<file path="src/rtl/ddc_pkg.sv">
`default_nettype none
// ddc_pkg: shared sequencer state encoding, work-mode constants and the
// mode-to-filter decode used by both the sequencer and the datapath mux.  (rev 1.0)
package ddc_pkg;

  typedef enum logic [2:0] {
    ST_IDLE  = 3'd0,
    ST_WAIT  = 3'd1,
    ST_CLR   = 3'd2,
    ST_FLUSH = 3'd3,
    ST_RUN   = 3'd4
  } seq_state_e;

  localparam logic [7:0] MODE_1M_A = 8'h01;
  localparam logic [7:0] MODE_1M_B = 8'h03;

  // 1 selects the 1 MHz decimating FIR, 0 the 20 MHz one.
  function automatic logic mode_to_fir_sel(input logic [7:0] mode);
    return (mode == MODE_1M_A) || (mode == MODE_1M_B);
  endfunction

endpackage
`default_nettype wire

</file>
<file path="src/rtl/ddc_seq_cnt.sv">
`default_nettype none
// ddc_seq_cnt: loadable saturating up-counter with clear and terminal compare,
// shared by the WAIT, CLR and FLUSH phases of ddc_seq_ctrl.  (rev 1.0)
module ddc_seq_cnt #(
  parameter int CNT_W = 10
) (
  input  logic             clk,
  input  logic             rst_n,
  input  logic             clr,
  input  logic             load,
  input  logic             en,
  input  logic [CNT_W-1:0] load_val,
  input  logic [CNT_W-1:0] term_val,
  output logic             at_term
);

  localparam logic [CNT_W-1:0] CNT_MAX = '1;

  logic [CNT_W-1:0] cnt_q;
  logic [CNT_W-1:0] cnt_d;

  always_comb begin
    cnt_d = cnt_q;
    if (clr) begin
      cnt_d = '0;
    end else if (load) begin
      cnt_d = load_val;
    end else if (en && (cnt_q != CNT_MAX)) begin
      cnt_d = cnt_q + CNT_W'(1);
    end
  end

  always_ff @(posedge clk) begin
    if (!rst_n) begin
      cnt_q <= '0;
    end else begin
      cnt_q <= cnt_d;
    end
  end

  assign at_term = (cnt_q == term_val);

endmodule
`default_nettype wire

</file>
<file path="src/rtl/ddc_seq_ctrl.sv">
`default_nettype none
// ddc_seq_ctrl: PRI-synchronous DDC filter-bank sequencer (mode latch, delayed sclr
// window, rdy flush, output qualify). Optional DDC_SEQ_OVR_EN adds a PRI-overrun counter.  (rev 1.0)
module ddc_seq_ctrl
  import ddc_pkg::*;
#(
  parameter int SCLR_DLY     = 300,
  parameter int SCLR_LEN_20M = 51,
  parameter int SCLR_LEN_1M  = 1,
  parameter int FLUSH_20M    = 32,
  parameter int FLUSH_1M     = 2,
  parameter int CNT_W        = 10
) (
  input  logic        clk,
  input  logic        rst_n,
  input  logic        pri,
  input  logic [7:0]  work_mode_ifm,
  input  logic        rdy_20m,
  input  logic        rdy_1m,
  output logic        fir_sel,
  output logic [7:0]  mode_lat,
  output logic        sclr_20m,
  output logic        sclr_1m,
  output logic        out_valid,
  output logic [2:0]  state_o,
  output logic [15:0] pri_ovr_cnt
);

  localparam logic [CNT_W-1:0] DLY_TERM    = CNT_W'(SCLR_DLY - 1);
  localparam logic [CNT_W-1:0] LEN_TERM_20 = CNT_W'(SCLR_LEN_20M - 1);
  localparam logic [CNT_W-1:0] LEN_TERM_1  = CNT_W'(SCLR_LEN_1M - 1);
  localparam logic [CNT_W-1:0] FL_TERM_20  = CNT_W'((FLUSH_20M == 0) ? 0 : FLUSH_20M - 1);
  localparam logic [CNT_W-1:0] FL_TERM_1   = CNT_W'((FLUSH_1M == 0) ? 0 : FLUSH_1M - 1);

  seq_state_e       state_q, state_d;
  logic             fir_sel_q, fir_sel_d;
  logic [7:0]       mode_lat_q, mode_lat_d;
  logic             sclr_20m_q, sclr_20m_d;
  logic             sclr_1m_q, sclr_1m_d;
  logic             out_valid_q, out_valid_d;
  logic             cnt_clr, cnt_en, cnt_at_term;
  logic [CNT_W-1:0] cnt_term;
  logic             rdy_sel;
  logic             flush_none;

  assign rdy_sel    = fir_sel_q ? rdy_1m : rdy_20m;
  assign flush_none = fir_sel_q ? (FLUSH_1M == 0) : (FLUSH_20M == 0);

  always_comb begin
    state_d    = state_q;
    fir_sel_d  = fir_sel_q;
    mode_lat_d = mode_lat_q;
    cnt_clr    = 1'b0;
    cnt_en     = 1'b0;
    cnt_term   = '0;
    unique case (state_q)
      ST_WAIT: begin
        cnt_en   = 1'b1;
        cnt_term = DLY_TERM;
        if (cnt_at_term) begin
          state_d = ST_CLR;
          cnt_clr = 1'b1;
        end
      end
      ST_CLR: begin
        cnt_en   = 1'b1;
        cnt_term = fir_sel_q ? LEN_TERM_1 : LEN_TERM_20;
        if (cnt_at_term) begin
          state_d = flush_none ? ST_RUN : ST_FLUSH;
          cnt_clr = 1'b1;
        end
      end
      ST_FLUSH: begin
        cnt_term = fir_sel_q ? FL_TERM_1 : FL_TERM_20;
        if (rdy_sel) begin
          cnt_en = 1'b1;
          if (cnt_at_term) begin
            state_d = ST_RUN;
            cnt_clr = 1'b1;
          end
        end
      end
      ST_IDLE, ST_RUN: ;
      default: state_d = ST_IDLE;
    endcase
    // A PRI sample restarts the sequence from any state.
    if (pri) begin
      state_d    = ST_WAIT;
      cnt_clr    = 1'b1;
      mode_lat_d = work_mode_ifm;
      fir_sel_d  = mode_to_fir_sel(work_mode_ifm);
    end
  end

  // Unselected FIR stays cleared outside IDLE; the selected one clears only in CLR.
  always_comb begin
    sclr_20m_d  = 1'b0;
    sclr_1m_d   = 1'b0;
    out_valid_d = 1'b0;
    if (state_q != ST_IDLE) begin
      sclr_20m_d = fir_sel_q ? 1'b1 : (state_q == ST_CLR);
      sclr_1m_d  = fir_sel_q ? (state_q == ST_CLR) : 1'b1;
    end
    if ((state_q == ST_RUN) && rdy_sel && !pri) begin
      out_valid_d = 1'b1;
    end
  end

  always_ff @(posedge clk) begin
    if (!rst_n) begin
      state_q     <= ST_IDLE;
      fir_sel_q   <= 1'b0;
      mode_lat_q  <= 8'h00;
      sclr_20m_q  <= 1'b1;
      sclr_1m_q   <= 1'b1;
      out_valid_q <= 1'b0;
    end else begin
      state_q     <= state_d;
      fir_sel_q   <= fir_sel_d;
      mode_lat_q  <= mode_lat_d;
      sclr_20m_q  <= sclr_20m_d;
      sclr_1m_q   <= sclr_1m_d;
      out_valid_q <= out_valid_d;
    end
  end

  ddc_seq_cnt #(
    .CNT_W(CNT_W)
  ) u_cnt (
    .clk     (clk),
    .rst_n   (rst_n),
    .clr     (cnt_clr),
    .load    (1'b0),
    .en      (cnt_en),
    .load_val('0),
    .term_val(cnt_term),
    .at_term (cnt_at_term)
  );

`ifdef DDC_SEQ_OVR_EN
  logic        pri_prev_q;
  logic [15:0] ovr_cnt_q, ovr_cnt_d;

  // Only a fresh PRI that aborts an in-flight sequence counts as an overrun.
  always_comb begin
    ovr_cnt_d = ovr_cnt_q;
    if (pri && !pri_prev_q && (ovr_cnt_q != 16'hFFFF) &&
        ((state_q == ST_WAIT) || (state_q == ST_CLR) || (state_q == ST_FLUSH))) begin
      ovr_cnt_d = ovr_cnt_q + 16'd1;
    end
  end

  always_ff @(posedge clk) begin
    if (!rst_n) begin
      pri_prev_q <= 1'b0;
      ovr_cnt_q  <= 16'h0000;
    end else begin
      pri_prev_q <= pri;
      ovr_cnt_q  <= ovr_cnt_d;
    end
  end

  assign pri_ovr_cnt = ovr_cnt_q;
`else
  assign pri_ovr_cnt = 16'h0000;
`endif

  assign fir_sel   = fir_sel_q;
  assign mode_lat  = mode_lat_q;
  assign sclr_20m  = sclr_20m_q;
  assign sclr_1m   = sclr_1m_q;
  assign out_valid = out_valid_q;
  assign state_o   = state_q;

endmodule
`default_nettype wire

</file>
<file path="config.mk">
export PLATFORM = sky130hd
export DESIGN_NAME = ddc_seq_ctrl
export DESIGN_NICKNAME = d
export VERILOG_FILES = /design/src/rtl/ddc_pkg.sv /design/src/rtl/ddc_seq_cnt.sv /design/src/rtl/ddc_seq_ctrl.sv
export SDC_FILE = /design/constraint.sdc
export NUM_CORES = 1
export LEC_CHECK = 0
export CORE_ASPECT_RATIO = 0.9
export CORE_UTILIZATION = 47
export CTS_CLUSTER_DIAMETER = 200
export CTS_CLUSTER_SIZE = 25
export DETAILED_ROUTE_END_ITERATION = 8
export PLACE_DENSITY_LB_ADDON = 0.15
export SLEW_MARGIN = 10
export SYNTH_ARGS = -nofsm -noshare
export SYNTH_HDL_FRONTEND = slang
export SYNTH_SLANG_ARGS = --single-unit
</file>
<file path="constraint.sdc">
create_clock -name clk -period 2.14 [get_ports clk]
set_input_delay 0.428 -clock clk [delete_from_list [all_inputs] [get_ports clk]]
set_output_delay 0.428 -clock clk [all_outputs]
set_load 0.1 [all_outputs]
</file>
## Word level (Yosys, flattened, before mapping)

Cells that the tools add are included.

| storage, ports and cells | value |
|---|---|
| logic and storage cells | 62 |
| input port bits | 13 |
| register bits after elaboration | 25 |
| output and inout port bits | 31 |

| cells by class | value |
|---|---|
| equal/unequal tests | 17 |
| reduce and logical (&&, ||, !) cells | 13 |
| bitwise gates (word level) | 2 |
| muxes and demuxes | 21 |
| add/subtract/negate cells | 1 |

Operators with widths:

| cell | number |
|---|---|
| 9-bit one-hot mux with 3 select lines | 1 |
| 3-bit 2-to-1 mux | 4 |
| 3-bit inequality test, second input constant | 4 |
| 3-bit one-hot mux with 4 select lines | 1 |
| 1-bit 2-to-1 mux | 11 |
| 10-bit by 1-bit adder with 10-bit output, second input constant | 1 |
| 10-bit by 9-bit == test with 1-bit output | 1 |
| 10-bit inequality test, second input constant | 1 |
| 2-bit inequality test, second input constant | 5 |
| 5-bit AND reduction | 2 |
| 8-bit by 1-bit == test with 1-bit output, second input constant | 1 |
| 8-bit by 2-bit == test with 1-bit output, second input constant | 1 |
| 2-bit OR reduction | 4 |
| 3-bit by 2-bit == test with 1-bit output, second input constant | 2 |
| 6-bit 2-to-1 mux | 1 |
| 5-bit 2-to-1 mux | 1 |
| 1-bit one-hot mux with 2 select lines | 2 |
| 3-bit by 1-bit == test with 1-bit output, second input constant | 1 |
| 3-bit == test, second input constant | 1 |
| 1-bit logical AND | 3 |
| 3-bit zero test | 1 |
| 3-bit nonzero test | 1 |
| 1-bit inverter | 2 |
| 1-bit zero test | 1 |
| 1-bit logical OR | 1 |

## Logic depth before layout (Yosys ltp)

Gate-level depths: netlist of run 1.

| logic depth | value |
|---|---|
| depth after elaboration | 8 |
| depth in mapped cells | 6 |
| gate-level depth less buffers | 6 |

## Hierarchy

A second synthesis of run 1 with hierarchy kept.

| second synthesis, totals | value |
|---|---|
| cell total of the unflattened synthesis | 189 |
| area, all modules | 1560.2 um^2 |

Modules (own cells, without submodules):

| module | area each (um^2) | sequential area each (um^2) | cells each | instances |
|---|---|---|---|---|
| ddc_seq_ctrl | 808.3 | 300.3 | 96 | 1 |
| ddc_seq_cnt | 752.0 | 200.2 | 93 | 1 |

## Worst setup path after synthesis of run 1

Ideal clock, no wire load.

| path | value |
|---|---|
| kind | register to register |
| start | register state_q[1] (netlist: state_o[1]) |
| end | register state_q[1] (netlist: state_o[1]) |
| buffers on the path | 0 |
| library setup time | 0.116 ns |
| slack | -0.306 ns |
| arrival time | 2.329 ns |
| stages on the path, launching flop included | 6 |
| clock period less this slack | 2.446 ns |
| cells stage by stage | dfxtp_1 nor3b_2 and4_1 o2111ai_1 or4_1 o211a_1 |

| between the ends | value |
|---|---|
| longest elaborated chain between the ends | 5 |

Ends and longest elaborated chain:

| item | RTL line | RTL |
|---|---|---|
| start, declared | ddc_seq_ctrl.sv:35 | `seq_state_e state_q, state_d;` |
| start signal, assigned | ddc_seq_ctrl.sv:118 | `state_q <= state_d;` |
| 3-bit by 2-bit == test with 1-bit output or 3-bit by 1-bit == test with 1-bit output (tied branches) | ddc_seq_ctrl.sv:56 | `unique case (state_q)` |
| 9-bit one-hot mux with 3 select lines | ddc_seq_ctrl.sv:56 |  |
| 10-bit by 9-bit == test with 1-bit output | ddc_seq_cnt.sv:41 | `assign at_term = (cnt_q == term_val);` |
| 2-bit inequality test (no source line) | -- |  |
| 5-bit AND reduction (no source line) | -- |  |

Parallel ways exist; a longest one is shown, timed or not.
A chain may end at the register's enable or synchronous reset.

## Final worst setup path of run 1

| path | value |
|---|---|
| start | register state_q[0] (netlist: state_o[0]) |
| end | register state_q[0] (netlist: state_o[0]) |

| between the ends | value |
|---|---|
| longest elaborated chain between the ends | 5 |

Ends and longest elaborated chain:

| item | RTL line |
|---|---|
| 3-bit by 2-bit == test with 1-bit output or 3-bit by 1-bit == test with 1-bit output (tied branches) | ddc_seq_ctrl.sv:56 |
| 9-bit one-hot mux with 3 select lines | ddc_seq_ctrl.sv:56 |
| 10-bit by 9-bit == test with 1-bit output | ddc_seq_cnt.sv:41 |
| 3-bit inequality test (no source line) | -- |
| 5-bit AND reduction (no source line) | -- |

Parallel ways exist; a longest one is shown, timed or not.

==> flow_metrics.env, run 1 <==
export IMPL_max_slew_margin_rel=0.6564
export IMPL_worst_setup_path_start_kind="flip-flop"
export IMPL_path_delay_family="simple AND/OR/NAND/NOR gates"
export IMPL_num_fill_cells=277
export IMPL_leakagePower_nw=0.6705
export IMPL_ir_drop_mv=0.3244
export IMPL_clk_pin_slew_ns=0.15
export IMPL_cp_max_fo=13
export IMPL_clock_path_buffers=2
export IMPL_crit_buf_inv=0
export IMPL_hold_violations=0
export IMPL_cts_max_level=1
export IMPL_grt_ovfl_total=0
export IMPL_tightest_slew_ns=0.5115
export IMPL_clock_fmax_mhz=512.4
export IMPL_drt_initial_drc_count=121
export IMPL_clock_power_share=0.183
export IMPL_rsz0062_at_grt="false"
export IMPL_syn_area_mm2=0.001513
export IMPL_post_route_drc_count=0
export IMPL_antenna_left=0
export IMPL_synth_cells=172
export IMPL_nets=216
export IMPL_synth_most_common_cell="dfxtp_1"
export IMPL_ys_seq_elements=25
export IMPL_synth_async_reset_ratio=0
export IMPL_wirelength_um=3204
export IMPL_postCtsHoldBufs=0
export IMPL_area_growth_pct=17.54
export IMPL_stdcell_area_mm2=0.001778
export IMPL_skew_ns=0.001692
export IMPL_root_buffer="clkbuf_4"
export IMPL_maxSlewViolCount=0
export IMPL_cts_tree="built"
export IMPL_viasPerCell=5.387
export IMPL_synth_common_cells="25 x dfxtp_1, 16 x buf_4, 13 x mux2i_1, 10 x nand2_1, 10 x nor2_1"
export IMPL_dieArea_mm2=0.003450
export IMPL_synth_top_cell_by_area="dfxtp_1"
export IMPL_cts_setup_buffers=0
export IMPL_p_sw_frac=0.4612
export IMPL_finalNonFillerCells=243
export IMPL_required_ns=2.41
export IMPL_cts_buffers=3
export IMPL_via_count=1309
export IMPL_pwr_share_comb=0.420
export IMPL_grt_start_max_net_pins=16
export IMPL_grt_pass1_wl_um=5278
export IMPL_grt_pass1_vias=1151
export IMPL_core_mm2=0.003067
export IMPL_place_inst=239
export IMPL_syn_area_per_cell_um2=8.795
export IMPL_antenna_cells=0
export IMPL_grt_antenna_before_repair=0
export IMPL_internal_power_uw=690.8
export IMPL_critPathArrivalTime_ns=2.23
export IMPL_reg2reg_from="state_o[0]$_SDFFE_PN0P_"
export IMPL_status="finished clean"
export IMPL_io_buffers=27
export IMPL_holdCritPathClass="flip-flop to flip-flop"
export IMPL_wire_per_inst_um=13.19
export IMPL_ys_types=52
export IMPL_p_seq_frac=0.398
export IMPL_fp_dieW_um=61.80
export IMPL_min_period_ns=1.952
export IMPL_period_share=0.9120
export IMPL_drt_pass1_iterations=5
export IMPL_io_pins=44
export IMPL_placed_area_mm2=0.001742
export IMPL_synth_edff_count=0
export IMPL_synth_top_flop_cell="dfxtp_1"
export IMPL_slowest_delay_ns=0.57
export IMPL_yosys_area_top_type_share=0.3309
export IMPL_critical_path_startpoint="state_o[0]$_SDFFE_PN0P_"
export IMPL_cpMaxStageDelayCell="or4b_1"
export IMPL_yosysSeqAreaShare=0.3309
export IMPL_yosys_top_cells_area="dfxtp_1 33%, mux2i_1 8.6%, buf_4 7.9%, nor2b_1 3.7%, a211oi_1 3.5%"
export IMPL_track_usage=0.2010
export IMPL_hold_path_startpoint="mode_lat[1]$_SDFFE_PN0P_"
export IMPL_clkSinkCount=25
export IMPL_cp_end_kind="flip-flop"
export IMPL_crit_path_cell_trace="or2b_1 -> o221ai_1 -> o211ai_1 -> or4b_1 -> a22oi_2"
export IMPL_drive_above_1_share=0.1841
export IMPL_setup_viol=0
export IMPL_pwr_density_cell_mw_per_mm2=721.1
export IMPL_finalSetupTns_ns=0
export IMPL_worstSetupPathType="flip-flop to flip-flop"
export IMPL_start_util=0.4933
export IMPL_maxCapViolCount=0
export IMPL_ys_warn_count=0
export IMPL_detailed_place_hpwl_um=2349
export IMPL_num_rows=19
export IMPL_p_sw_uw=591.3
export IMPL_die_h_um=55.82
export IMPL_gp_congestion=0.8346
export IMPL_insertion_delay_ns=0.34
## metrics by stage
| step | setup slack, ns | utilization | hold slack [ns] | power, mW |
|---|---|---|---|---|
| 2_1_floorplan | 0.06181 | - | 0.5098 | 0.9671 |
| 6_report | 0.1883 | 0.5798 | 0.5355 | 1.282 |
| 3_3_place_gp | 0.1248 | 0.5679 | 0.4986 | 1.039 |
| 5_1_grt | 0.08291 | 0.5798 | 0.5569 | 1.339 |
| 4_1_cts | 0.08177 | 0.5777 | 0.5341 | 1.271 |
| 3_5_place_dp | 0.07038 | 0.5679 | 0.5045 | 1.048 |
## state kept, by name, summed over array words and instances, names as in the netlist
register,count
out_valid,1
sclr_20m,1
sclr_1m,1
fir_sel,1
u_cnt.cnt_q,10
state_o,3
mode_lat,8
## power groups by stage
stage                     clock network, mW  logic [mW]  registers, mW
after detailed placement                  0       0.528          0.521
after global placement                    0       0.520          0.519
after global routing                  0.256       0.568          0.515
after floorplan                           0       0.320          0.647
final                                 0.234       0.538          0.510
after CTS                             0.233       0.528          0.510
## placed cells by master (no fill, tap or decap), drive strengths merged, types with 3 or more instances in the layout
cell,count
xnor2,5
mux2i,13
nor2b,9
clkbuf,3
inv,3
clkdlybuf4s50,12
o21ai,4
nand3,5
conb,16
nor4,3
nor2,10
nand2b,8
nand2,10
a211oi,8
a21oi,5
nor3,8
dfxtp,25
buf,21
## path summary, 6_finish.rpt
| kind | slack (ns) | endpoint | cells after the start |
|---|---|---|---|
| worst max-delay path | 0.19 | state_o[0]$_SDFFE_PN0P_ | 5 |
| worst min-delay path | 0.54 | mode_lat[1]$_SDFFE_PN0P_ | 2 |
| worst max register to register | 0.19 | state_o[0]$_SDFFE_PN0P_ | 5 |
| worst min register to register | 0.54 | mode_lat[1]$_SDFFE_PN0P_ | 2 |
## worst min-delay path, delay by kind of cell, from the launching register on
kind,cells,cell delay [ns]
and+or+nand+nor,1,0.06
muxes,1,0.12
DFF,1,0.34
## kinds of logic (layout without fill, tap and decap cells)
logic type,Yosys count,after routing,synth area share
AND/OR/NAND/NOR,69,69,0.2697
AO/OA/AOI/OAI,31,31,0.1530
multiplexers,13,13,0.08602
buffers and inverters,26,40,0.1150
flip-flops,25,25,0.3309
other,1,16,0.002479
XOR/XNOR,6,6,0.03474
adder cells (fa/ha/maj),1,1,0.008270
## layer usage
metal / GRT usage / share of wire
met4: 0.07302 / 0.017
met1: 0.3028 / 0.48
met5: 0 / 0
met2: 0.2903 / 0.45
met3: 0.02326 / 0.048
## layout make-up
class	count	area [um^2]	share of cell area
sequential	25	505.5	0.2843
multi-input combinational	136	900.9	0.5067
clock buffer	3	22.52	0.01267
timing repair buffer	33	277.8	0.1562
clock inverter	1	7.507	0.004222
inverter	3	11.26	0.006334
tap	42	52.55	0.02956
## what timing repair did
action | CTS | global route
endpoints found under the setup margin | 0 | 10
gates resized for setup | 0 | 1
hold endpoints to repair | 0 | 0
Power figures use the tool's default switching activity.
==> run 2, diff against run 1 <==
--- a/config.mk
+++ b/config.mk
@@ -10,6 +10,7 @@
 export CTS_CLUSTER_DIAMETER = 200
 export CTS_CLUSTER_SIZE = 25
 export DETAILED_ROUTE_END_ITERATION = 8
+export GPL_TIMING_DRIVEN = 0
 export PLACE_DENSITY_LB_ADDON = 0.15
 export SLEW_MARGIN = 10
 export SYNTH_ARGS = -nofsm -noshare
==> run 2 against run 1 <==
  * Critical path depth fell by 4
  * First-iteration DRC count fell by 33%
  * Fmax shrank 4.6%
  * Non-clock buffer count grew 17
  * Global-route usage is 0.40 points higher
  * Hold slack got worse by 0.0069 ns
==> flow_metrics.env, run 2 (synthesis results as in run 1) <==
export IMPL_tightest_slew_ns=0.9766
export IMPL_critPathArrivalTime_ns=1.62
export IMPL_setup_viol=0
export IMPL_largest_reg_flops=10
export IMPL_skew_ns=0.001571
export IMPL_cpMaxStageDelayCell="clkdlybuf4s15_1"
export IMPL_internal_power_uw=699.7
export IMPL_maxSlewViolCount=0
export IMPL_largest_register="u_cnt.cnt_q"
export IMPL_final_cell_mix="21 x dfxtp_1, 16 x buf_4, 16 x conb_1"
export IMPL_clkSinkCount=25
export IMPL_place_inst=256
export IMPL_layout_commonest_cell="dfxtp_1"
export IMPL_gp_congestion=0.8265
export IMPL_holdWs_ns=0.5286
export IMPL_root_buffer="clkbuf_4"
export IMPL_detailed_place_hpwl_um=2506
export IMPL_seqCellArea_um2=505.5
export IMPL_status="finished clean"
export IMPL_maxCapViolCount=0
export IMPL_clk_pin_slew_ns=0.13
export IMPL_drt_initial_drc_count=81
export IMPL_pwr_share_comb=0.440
export IMPL_hold_violations=0
export IMPL_track_usage=0.2051
export IMPL_cp_max_fo=9
export IMPL_grt_ovfl_total=0
export IMPL_start_util=0.4933
export IMPL_grt_pass1_vias=1225
export IMPL_finalNonFillerCells=260
export IMPL_multi_input_area_um2=900.9
export IMPL_area_growth_pct=26.47
export IMPL_wire_per_inst_um=12.31
export IMPL_period_share=0.9559
export IMPL_num_fill_cells=276
export IMPL_worstSetupPathType="flip-flop to primary output"
export IMPL_io_buffers=27
export IMPL_ir_drop_mv=0.4631
export IMPL_placed_area_mm2=0.001897
export IMPL_cts_tree="built"
export IMPL_via_count=1302
export IMPL_post_route_drc_count=0
export IMPL_insertion_delay_ns=0.32
export IMPL_grt_start_max_net_pins=15
export IMPL_io_pins=44
export IMPL_required_ns=1.71
export IMPL_crit_buf_inv=1
export IMPL_crit_path_cell_trace="clkdlybuf4s15_1"
export IMPL_p_sw_uw=571.7
export IMPL_clock_path_buffers=2
export IMPL_p_sw_frac=0.4497
export IMPL_antenna_left=0
export IMPL_holdCritPathClass="flip-flop to flip-flop"
export IMPL_rsz0062_at_grt="false"
export IMPL_finalPower_mw=1.271
export IMPL_grt_antenna_before_repair=0
export IMPL_fp_dieW_um=61.80
export IMPL_dieArea_mm2=0.003450
export IMPL_antenna_cells=0
export IMPL_slowest_delay_ns=0.85
export IMPL_drive_above_1_share=0.1606
export IMPL_clock_fmax_mhz=488.9
export IMPL_use_met2=0.3456
export IMPL_cp_end_kind="primary output"
export IMPL_cts_buffers=3
export IMPL_grt_use_met1=0.2533
export IMPL_clock_power_share=0.166
export IMPL_drt_pass1_iterations=5
export IMPL_stdcell_area_mm2=0.001913
export IMPL_grt_met3_usage=0.05349
export IMPL_cts_max_level=1
export IMPL_max_slew_margin_rel=0.3515
export IMPL_pwr_density_cell_mw_per_mm2=664.6
export IMPL_wirelength_um=3200
export IMPL_p_seq_frac=0.395
export IMPL_leakagePower_nw=0.7804
export IMPL_grt_pass1_wl_um=5409
export IMPL_viasPerCell=5.008
export IMPL_worst_setup_path_start_kind="flip-flop"
export IMPL_core_mm2=0.003067
export IMPL_cts_setup_buffers=0
export IMPL_path_delay_family="buffers and inverters"
export IMPL_busiest_layer="met2"
export IMPL_min_period_ns=2.046
export IMPL_num_rows=19
export IMPL_die_h_um=55.82
export IMPL_nets=233
-- run 2: cell count changes in the layout (fill, tap and decap cells not counted), sizes merged --
cell,before,now
clkinvlp,1,0
dlygate4sd2,0,14
clkdlybuf4s15,0,1
clkinv,0,1
clkbuf,3,6
buf,21,20
-- run 2: layout make-up --
class,instances,area share
Multi-Input combinational cell,136,0.4709
Sequential cell,25,0.2642
Timing Repair Buffer,27,0.1321
Buffer,23,0.08502
Tap cell,42,0.02747
Clock buffer,3,0.01177
Inverter,3,0.005886
Clock inverter,1,0.002616
-- run 2: layer usage --
| layer | part of all wire | up-vias |
|---|---|---|
| li1 | - | 676 |
| met3 | 0.048 | 4 |
| met1 | 0.46 | 584 |
| met4 | 0.011 | 0 |
| met5 | 0 | - |
| met2 | 0.49 | 38 |
-- run 2: path summary, 6_finish.rpt --
kind,endpoint,slack [ns],depth (start not counted),start
setup / recovery,fir_sel,0.09,1,fir_sel$_SDFFE_PN0P_
hold / removal,mode_lat[1]$_SDFFE_PN0P_,0.53,2,mode_lat[1]$_SDFFE_PN0P_
hold reg to reg,mode_lat[1]$_SDFFE_PN0P_,0.53,2,mode_lat[1]$_SDFFE_PN0P_
setup reg to reg,state_o[1]$_SDFFE_PP0P_,0.22,6,state_o[0]$_SDFFE_PN0P_
-- run 2: per-stage QoR --
step / worst slack, ns / utilization / TNS [ns]
detailed placement: -0.06667 / 0.6185 / -0.2199
CTS: 0.03377 / 0.6214 / 0
global placement: -0.01089 / 0.6185 / -0.01742
global route: 0.02235 / 0.6238 / 0
finish: 0.09444 / 0.6238 / 0
floorplan: 0.06181 / - / 0
-- run 2: power by group through the flow --
stage	Combinational [mW]	Sequential (mW)	Clock, mW
floorplan	0.320	0.647	0
global placement	0.556	0.512	0
detailed placement	0.561	0.513	0
CTS	0.549	0.502	0.221
global route	0.592	0.505	0.243
finish	0.559	0.502	0.210
-- run 2: what timing repair did --
action,CTS,global route
hold buffers,0,0
endpoints found under the setup margin,15,11
resized for setup,15,2
